===== config.mk =====
export PLATFORM = sky130hd
export DESIGN_NAME = time_set_ctrl
export DESIGN_NICKNAME = d
export VERILOG_FILES = /design/src/rtl/time_set_ctrl.sv
export SDC_FILE = /design/constraint.sdc
export NUM_CORES = 1
export LEC_CHECK = 0
export ABC_AREA = 1
export BUFFER_PORTS_ARGS = -buffer_cell sky130_fd_sc_hd__buf_4
export CELL_PAD_IN_SITES_DETAIL_PLACEMENT = 1
export CELL_PAD_IN_SITES_GLOBAL_PLACEMENT = 1
export CORE_MARGIN = 2
export CORE_UTILIZATION = 48
export CTS_CLUSTER_SIZE = 8
export DETAILED_ROUTE_END_ITERATION = 12
export PLACE_DENSITY_LB_ADDON = 0.2
export SYNTH_ARGS = -nofsm -noshare
export SYNTH_HDL_FRONTEND = slang
export SYNTH_SLANG_ARGS = --single-unit

===== constraint.sdc =====
create_clock -name clk_10000Hz -period 3.37 [get_ports clk_10000Hz]
set_input_delay 0.337 -clock clk_10000Hz [delete_from_list [all_inputs] [get_ports clk_10000Hz]]
set_output_delay 0.337 -clock clk_10000Hz [all_outputs]
set_load 0.01 [all_outputs]

===== src/rtl/time_set_ctrl.sv =====
// 24-hour clock with a field-by-field set mode, driven by short/long press events.
// Long events step RUN -> SET_HOUR -> SET_MIN -> SET_SEC -> RUN; short events edit the blinking field.
module time_set_ctrl #(
    parameter int CLK_HZ     = 10000,
    parameter int BLINK_HALF = 2500
) (
    input  logic       clk_10000Hz,
    input  logic       rst_n,
    input  logic       inc_short,
    input  logic       inc_long,
    output logic [4:0] hour,
    output logic [5:0] minute,
    output logic [5:0] second,
    output logic [1:0] mode,
    output logic       field_on,
    output logic       tick_1hz,
    output logic       day_pulse
);

    localparam int PW = (CLK_HZ > 1) ? $clog2(CLK_HZ) : 1;
    localparam int BW = (BLINK_HALF > 1) ? $clog2(BLINK_HALF) : 1;

    typedef enum logic [1:0] {
        RUN      = 2'd0,
        SET_HOUR = 2'd1,
        SET_MIN  = 2'd2,
        SET_SEC  = 2'd3
    } mode_t;

    mode_t         mode_q;
    logic [4:0]    hour_q;
    logic [5:0]    minute_q;
    logic [5:0]    second_q;
    logic [PW-1:0] presc_q;
    logic [BW-1:0] blink_q;
    logic          field_on_q;
    logic          tick_q;
    logic          day_q;

    logic short_q, short_prev_q, short_ev_q;
    logic long_q, long_prev_q, long_ev_q;
    logic short_ev_d, long_ev_d;

    logic [4:0] hour_inc;
    logic [5:0] minute_inc;
    logic [5:0] second_inc;

    assign short_ev_d = short_q & ~short_prev_q;
    assign long_ev_d  = long_q & ~long_prev_q;

    assign hour_inc   = (hour_q == 5'd23)   ? 5'd0 : hour_q + 5'd1;
    assign minute_inc = (minute_q == 6'd59) ? 6'd0 : minute_q + 6'd1;
    assign second_inc = (second_q == 6'd59) ? 6'd0 : second_q + 6'd1;

    always_ff @(posedge clk_10000Hz or negedge rst_n) begin
        if (!rst_n) begin
            mode_q       <= RUN;
            hour_q       <= '0;
            minute_q     <= '0;
            second_q     <= '0;
            presc_q      <= '0;
            blink_q      <= '0;
            field_on_q   <= 1'b1;
            tick_q       <= 1'b0;
            day_q        <= 1'b0;
            short_q      <= 1'b0;
            short_prev_q <= 1'b0;
            short_ev_q   <= 1'b0;
            long_q       <= 1'b0;
            long_prev_q  <= 1'b0;
            long_ev_q    <= 1'b0;
        end else begin
            short_q      <= inc_short;
            short_prev_q <= short_q;
            short_ev_q   <= short_ev_d;
            long_q       <= inc_long;
            long_prev_q  <= long_q;
            long_ev_q    <= long_ev_d;
            tick_q       <= 1'b0;
            day_q        <= 1'b0;

            // A long event wins over a simultaneous short one: the short is simply dropped.
            if (long_ev_q) begin
                presc_q    <= '0;
                blink_q    <= '0;
                field_on_q <= 1'b1;
                case (mode_q)
                    RUN:      mode_q <= SET_HOUR;
                    SET_HOUR: mode_q <= SET_MIN;
                    SET_MIN:  mode_q <= SET_SEC;
                    SET_SEC:  mode_q <= RUN;
                endcase
            end else if (mode_q == RUN) begin
                field_on_q <= 1'b1;
                blink_q    <= '0;
                if (presc_q == PW'(CLK_HZ - 1)) begin
                    presc_q  <= '0;
                    tick_q   <= 1'b1;
                    second_q <= second_inc;
                    if (second_q == 6'd59) begin
                        minute_q <= minute_inc;
                        if (minute_q == 6'd59) begin
                            hour_q <= hour_inc;
                            if (hour_q == 5'd23)
                                day_q <= 1'b1;
                        end
                    end
                end else begin
                    presc_q <= presc_q + PW'(1);
                end
            end else begin
                presc_q <= '0;
                if (short_ev_q) begin
                    field_on_q <= 1'b1;
                    blink_q    <= '0;
                    case (mode_q)
                        SET_HOUR: hour_q   <= hour_inc;
                        SET_MIN:  minute_q <= minute_inc;
                        default:  second_q <= second_inc;
                    endcase
                end else if (blink_q == BW'(BLINK_HALF - 1)) begin
                    blink_q    <= '0;
                    field_on_q <= ~field_on_q;
                end else begin
                    blink_q <= blink_q + BW'(1);
                end
            end
        end
    end

    assign hour      = hour_q;
    assign minute    = minute_q;
    assign second    = second_q;
    assign mode      = mode_q;
    assign field_on  = field_on_q;
    assign tick_1hz  = tick_q;
    assign day_pulse = day_q;

endmodule


==> flow_summary.json, run 1 <==
{
  "status": "complete, no violations",
  "via_count": 2379,
  "path_delay_family": "simple AND/OR/NAND/NOR gates",
  "cp-end-kind": "flop",
  "finalInstanceArea_um2": 3290,
  "synth_area_um2": 2920,
  "fin_crit_ps": 2000,
  "path_class": "reg2reg",
  "die_x_um": 82.0,
  "dieArea_um2": 6720,
  "firstDrtPassIters": 4,
  "finalHoldViolations": 0,
  "grt_overflow": 0,
  "cts_tree": "yes",
  "path_clk_slew_ps": 90,
  "post-place-ws_ps": 1370,
  "antenna_left": 0,
  "fin_skew_ps": 4.87,
  "max_slew_margin_pct": 54.3,
  "power.density_nw_per_um2": 626,
  "worstPathCellList": "inv_1 > ha_1 > nor2_1 > nor2_1 > nand3_4 > nand2_1 > nand2_1",
  "cp_slowest_stage_delay_ps": 510,
  "worst_path_max_delay_cell": "ha_1",
  "syn_nets": 373,
  "clk-insertion-delay-late_ps": 300,
  "cts_buffers": 5,
  "ys_seq_area_share_pct": 46.3,
  "syn_to_final_growth_pct": 12.7,
  "port_buffers": 25,
  "max_freq_ghz": 0.500,
  "cp-start-kind": "flop",
  "worst_slack_ps": 1370,
  "finalCritPeriodShare_pct": 59.3,
  "postSynthCellCount": 359,
  "start_util_pct": 49.6,
  "avgSynthCellArea_um2": 8.13,
  "worst_slew_pin_slew_ps": 685,
  "grt_max_degree": 55,
  "ys_ff_latch": 54,
  "synth_largest_area_cell": "dfrtp_1",
  "hold_buffers": 0,
  "leakagePower_nw": 1.61,
  "wl_per_cell_um": 14.1,
  "vias_per_cell": 5.14,
  "hold_path.class": "in2async",
  "hold_ws_ps": 57.0,
  "rsz0062_at_grt": "false",
  "boundaryPins": 26,
  "setup_viol_count_final": 0,
  "final_net_count": 402,
  "grt_pass1_wl_um": 10900,
  "drive_gt1_share_pct": 14.4,
  "reg2reg_slack_ps": 1370,
  "dpl_cell_area_um2": 3180,
  "antenna_found_initial": 0,
  "n_antenna_cell": 0,
  "cts_resized": 0,
  "htreeDepth": 2,
  "cp.arrival_ps": 2200,
  "track_usage_pct": 21.0,
  "yosysTopAreaCellShare_pct": 45.4,
  "drc_errors": 0,
  "drv_cap": 0,
  "initialDrtViolationCount": 44,
  "routed_wl_um": 6530,
  "worst-path-max-fanout": 10,
  "cp.required_ps": 3570,
  "row_count": 28,
  "postCtsSetupBuffers": 0,
  "clk_path_buf_depth": 2,
  "ys_types": 31,
  "synth_area_leaders": "dfrtp_1 45%, nand2_1 11%, nor2_1 7.8%",
  "vdd_ir_drop_max_uv": 261,
  "core-area_um2": 5890,
  "maxSlewViolCount": 0,
  "finalWeightedCongestion": 0.776,
  "ys_warn_count": 0,
  "cts.sinks": 54,
  "crit_buf_inv": 1,
  "dp_hpwl_um": 4880,
  "root_buffer": "clkbuf_8",
  "dieHeight_um": 82.0,
  "fin_tns_setup_ps": 0,
  "grt_pass1_vias": 2470
}
## cell families (layout without fill, tap and decap cells)
logic type	Yosys count	after routing	share of synthesized area [%]
AND/OR/NAND/NOR	217	217	34.2
flip-flops	54	54	46.3
buffers and inverters	41	70	5.66
AO/OA/AOI/OAI	22	22	5.06
XOR/XNOR	15	15	4.50
adder cells (fa/ha/maj)	10	10	4.29
## report_power, final
part	total, W	switching (W)	internal [W]
Clock	0.000443	0.000205	0.000238
Sequential	0.000875	0.000132	0.000742
Combinational	0.000742	0.000467	0.000275
Total	0.00206	0.000804	0.00126
## state kept, by name (all words and copies together), names as in the netlist
| register | flops |
|---|---|
| mode | 2 |
| long_prev_q | 1 |
| second | 6 |
| short_q | 1 |
| long_q | 1 |
| day_pulse | 1 |
| hour | 5 |
| field_on | 1 |
| minute | 6 |
| short_prev_q | 1 |
| blink_q | 12 |
| presc_q | 14 |
| long_ev_q | 1 |
| tick_1hz | 1 |
| short_ev_q | 1 |
## routing by layer
| metal | up-vias | share of wire (%) | GRT usage (%) |
|---|---|---|---|
| met3 | 8 | 2.7 | 3.52 |
| met2 | 32 | 50 | 37.2 |
| met4 | 0 | 1.4 | 7.33 |
| met1 | 1139 | 46 | 25.8 |
| li1 | 1200 | - | - |
| met5 | - | 0 | 0 |
## stage by stage
stage | power (W) | std cells | util (%)
floorplan | 0.00138 | 359 | -
global placement | 0.00159 | 456 | 54.0
detailed placement | 0.00164 | 456 | 54.0
CTS | 0.00209 | 463 | 55.9
global route | 0.00221 | 463 | 55.9
finish | 0.00206 | 463 | 55.9
## placed cells by master, fill, tap and decap left out, types with 6 or more instances in the layout
master	netlist	routed
nand4_1	10	10
dfrtp_1	53	53
inv_1	37	37
xnor2_1	7	7
nor2_1	61	61
buf_4	1	25
ha_1	10	10
nor3_1	12	12
nand2_1	88	88
a21oi_1	7	7
nand3_1	25	25
xor2_1	8	8
clkbuf_8	0	6
## worst reg2reg max path, delay by kind of cell, from the launching register on
family | cells | cell delay, ps
simple gates | 5 | 850
fa+ha+maj | 1 | 510
buf+inv | 1 | 130
flops | 1 | 410
## synthesized netlist by cell type
cell type,instances
a21oi_1,7
a21oi_4,1
and3_1,1
buf_4,1
buf_6,1
clkbuf_1,1
dfrtp_1,53
dfstp_2,1
ha_1,10
inv_1,37
inv_2,1
nand2_1,88
nand2_2,4
nand2_4,2
nand3_1,25
nand3_2,3
nand3_4,1
nand4_1,10
nor2_1,61
nor2_2,2
nor2_4,3
nor3_1,12
nor3b_1,4
nor3b_2,1
o211ai_1,1
o21ai_0,5
o21ai_1,1
o21ai_2,5
o21bai_1,2
xnor2_1,7
xor2_1,8
## area by class of cell
type	instances	area, µm²
fill	735	2590
sequential	54	1350
clock inverter	1	30.0
timing repair buffer	25	188
clock buffer	6	82.6
inverter	38	143
multi-input combinational	264	1400
tap	75	93.8
## worst paths after layout
check,from,end,cells after the start
min in group clk_10000Hz,inc_short,short_q$_DFF_PN0_,1
max in group asynchronous,rst_n,minute[1]$_DFFE_PN0P_,1
hold / removal,rst_n,second[4]$_DFFE_PN0P_,1
setup / recovery,mode[0]$_DFFE_PN0P_,minute[0]$_DFFE_PN0P_,7
hold reg to reg,long_q$_DFF_PN0_,long_prev_q$_DFF_PN0_,0
setup reg to reg,mode[0]$_DFFE_PN0P_,minute[0]$_DFFE_PN0P_,7
Note: power is estimated with default switching activity, not from simulation.
==> run 2: changes to the inputs <==
--- a/config.mk
+++ b/config.mk
@@ -10,7 +10,7 @@
 export CELL_PAD_IN_SITES_DETAIL_PLACEMENT = 1
 export CELL_PAD_IN_SITES_GLOBAL_PLACEMENT = 1
 export CORE_MARGIN = 2
-export CORE_UTILIZATION = 48
+export CORE_UTILIZATION = 40
 export CTS_CLUSTER_SIZE = 8
 export DETAILED_ROUTE_END_ITERATION = 12
 export PLACE_DENSITY_LB_ADDON = 0.2
==> constraint.sdc (replaced) <==
create_clock -name clk_10000Hz -period 1.6 [get_ports clk_10000Hz]
set_input_delay 0.16 -clock clk_10000Hz [delete_from_list [all_inputs] [get_ports clk_10000Hz]]
set_output_delay 0.16 -clock clk_10000Hz [all_outputs]
set_load 0.01 [all_outputs]
==> run 2 against run 1 <==
  * Maximum frequency up 28%
  * Via count grew 6.1%
  * First-iteration DRC count rose by 52%
  * Clock power increased by 110%
  * Non-clock buffer count grew 28
  * Sequential power up 100%
  * Routed wire length increased by 12%
  * Clock skew is 1.4 ps higher
  * Total power grew 150%
  * Register-to-register slack lost 1300 ps
  * Clock-buffer cell count fell by 1
  * Largest cell class unchanged
  * Largest power group is now combinational cells
  * Highest routed layer unchanged
==> flow_summary.json, run 2 (synthesis results as in run 1) <==
{
  "status": "complete, no violations",
  "worstHoldEndpoint": "short_prev_q$_DFF_PN0_",
  "hold_path.class": "reg2reg",
  "max_freq_ghz": 0.642,
  "layout_common_cells": "80 x nand2_1, 57 x nor2_1, 52 x dfrtp_1",
  "cts.sinks": 54,
  "cp-end-kind": "flop",
  "clk-insertion-delay-late_ps": 310,
  "r2r-start": "second[1]$_DFFE_PN0P_",
  "leakagePower_nw": 1.77,
  "worst_path_max_delay_cell": "dfrtp_1",
  "drv_cap": 0,
  "min_path_cells": 0,
  "final_net_count": 431,
  "cp-start-kind": "flop",
  "path_class": "reg2reg",
  "grt_max_degree": 55,
  "hold_ws_ps": 382,
  "fin_util_pct": 51.6,
  "hold_start": "short_q$_DFF_PN0_",
  "dpl.cell_count": 499,
  "firstDrtPassIters": 4,
  "finalNonFillerCells": 517,
  "drive_gt1_share_pct": 25.6,
  "final_common_cell": "nand2_1",
  "n_antenna_cell": 0,
  "max_slew_margin_pct": 52.6,
  "start_util_pct": 40.7,
  "core-area_um2": 7180,
  "reg2reg_slack_ps": 40,
  "finalWeightedCongestion": 0.765,
  "fin_skew_ps": 6.27,
  "finalHoldViolations": 0,
  "cts_buffers": 5,
  "cp.arrival_ps": 1810,
  "grt_pass1_wl_um": 12000,
  "antenna_left": 0,
  "setup_viol_count_final": 0,
  "wl_per_cell_um": 14.2,
  "dieHeight_um": 89.4,
  "worst_slew_pin_slew_ps": 712,
  "vias_per_cell": 4.88,
  "design_power_total_w": 0.00509,
  "htreeDepth": 2,
  "power.density_nw_per_um2": 1370,
  "cts_tree": "yes",
  "rsz0062_at_grt": "true",
  "root_buffer": "clkbuf_8",
  "grt_pass1_vias": 2600,
  "row_count": 31,
  "dieArea_um2": 8000,
  "die_x_um": 89.4,
  "largestRegisters": "presc_q: 14 flops, blink_q: 12 flops",
  "finalCritPeriodShare_pct": 97.3,
  "boundaryPins": 26,
  "track_usage_pct": 19.1,
  "vdd_ir_drop_max_uv": 561,
  "antenna_found_initial": 0,
  "regMostFlops": "presc_q",
  "syn_to_final_growth_pct": 26.9,
  "cp_slowest_stage_delay_ps": 370,
  "routed_wl_um": 7320,
  "fin_tns_setup_ps": 0,
  "via_count": 2524,
  "regArea_um2": 1350,
  "num-fill-cells": 879,
  "worst-path-max-fanout": 6,
  "maxSlewViolCount": 0,
  "worstPathCellList": "ha_2 > inv_2 > nor2_4 > nand3_4 > nand2_2 > nand2_2 > nor2_4 > buf_6 > nand3_1 > nand2_1",
  "clk_path_buf_depth": 2,
  "largest_register_ffs": 14,
  "r2r_cells": 10,
  "path_clk_slew_ps": 100,
  "port_buffers": 25,
  "dp_hpwl_um": 5160,
  "fin_crit_ps": 1560,
  "drc_errors": 0,
  "timing.rr.end": "hour[3]$_DFFE_PN0P_",
  "initialDrtViolationCount": 67,
  "cp.required_ps": 1860,
  "multi_input_area_um2": 1560,
  "grt_overflow": 0
}
-- run 2: changes by cell type in the layout (fill, tap and decap cells not counted), moves of 3 or more --
| cell | delta |
|---|---|
| ha_1 | -5 |
| nand2_1 | -8 |
| buf_4 | +24 |
| ha_4 | +3 |
| nor2_4 | +3 |
| dlygate4sd3_1 | +3 |
| nor2_1 | -4 |
| nand2_2 | +6 |
-- run 2: worst max path at each step --
stage,start,to,slack (ps),depth (start not counted)
6_report,second[1]$_DFFE_PN0P_,hour[3]$_DFFE_PN0P_,40,10
5_1_grt,second[1]$_DFFE_PN0P_,hour[3]$_DFFE_PN0P_,-60,10
4_1_cts,second[1]$_DFFE_PN0P_,hour[3]$_DFFE_PN0P_,2,10
3_5_place_dp,mode[0]$_DFFE_PN0P_,hour[3]$_DFFE_PN0P_,-6,9
3_3_place_gp,mode[0]$_DFFE_PN0P_,hour[1]$_DFFE_PN0P_,30,9
2_1_floorplan,mode[0]$_DFFE_PN0P_,blink_q[3]$_DFF_PN0_,-9,8
-- run 2: repair_timing --
item | 4_1_cts | 5_1_grt
hold buffers | 3 | 0
gates cloned | 0 | 1
endpoints found under the setup margin | 9 | 40
endpoints found under the hold margin | 55 | 0
gates resized for setup | 4 | 31
pin swaps | 0 | 11
setup buffers | 0 | 6
-- run 2: per-stage QoR --
| step | setup WS (ps) | cell area, µm² |
|---|---|---|
| 5_1_grt | -59.3 | 3700 |
| 4_1_cts | 1.93 | 3510 |
| 3_3_place_gp | 33.1 | 3360 |
| 2_1_floorplan | -9.07 | 2930 |
| 3_5_place_dp | -6.09 | 3360 |
| 6_report | 43.2 | 3700 |
-- run 2: worst max-delay path: cells and delay by family, from the launching register on --
kind                     cells  cell delay [ps]
flip-flops                   1              370
AND/OR/NAND/NOR              7              750
buffers and inverters        2              170
adder cells (fa/ha/maj)      1              210
-- run 2: area by class of cell --
cell class,count,share of cell area [%]
clock buffer,5,1.86
clock inverter,3,1.22
inverter,38,3.85
multi-input combinational,265,42.1
sequential,54,36.6
tap,99,3.34
timing repair buffer,53,11.0
-- run 2: power breakdown --
part / switching (W) / total, W / internal, W
sequential: 0.000186 / 0.00175 / 0.00157
combinational: 0.00133 / 0.00238 / 0.00105
clock: 0.000484 / 0.000950 / 0.000466
total: 0.00200 / 0.00509 / 0.00308
-- run 2: routing by layer --
metal  global-route usage (%)  routed length [µm]  vias to the layer above
li1                         -                   -                     1263
met1                     24.0                3250                     1228
met3                     3.32                 139                        8
met2                     34.2                3840                       25
met5                        0                   0                        -
met4                     4.07                  92                        0
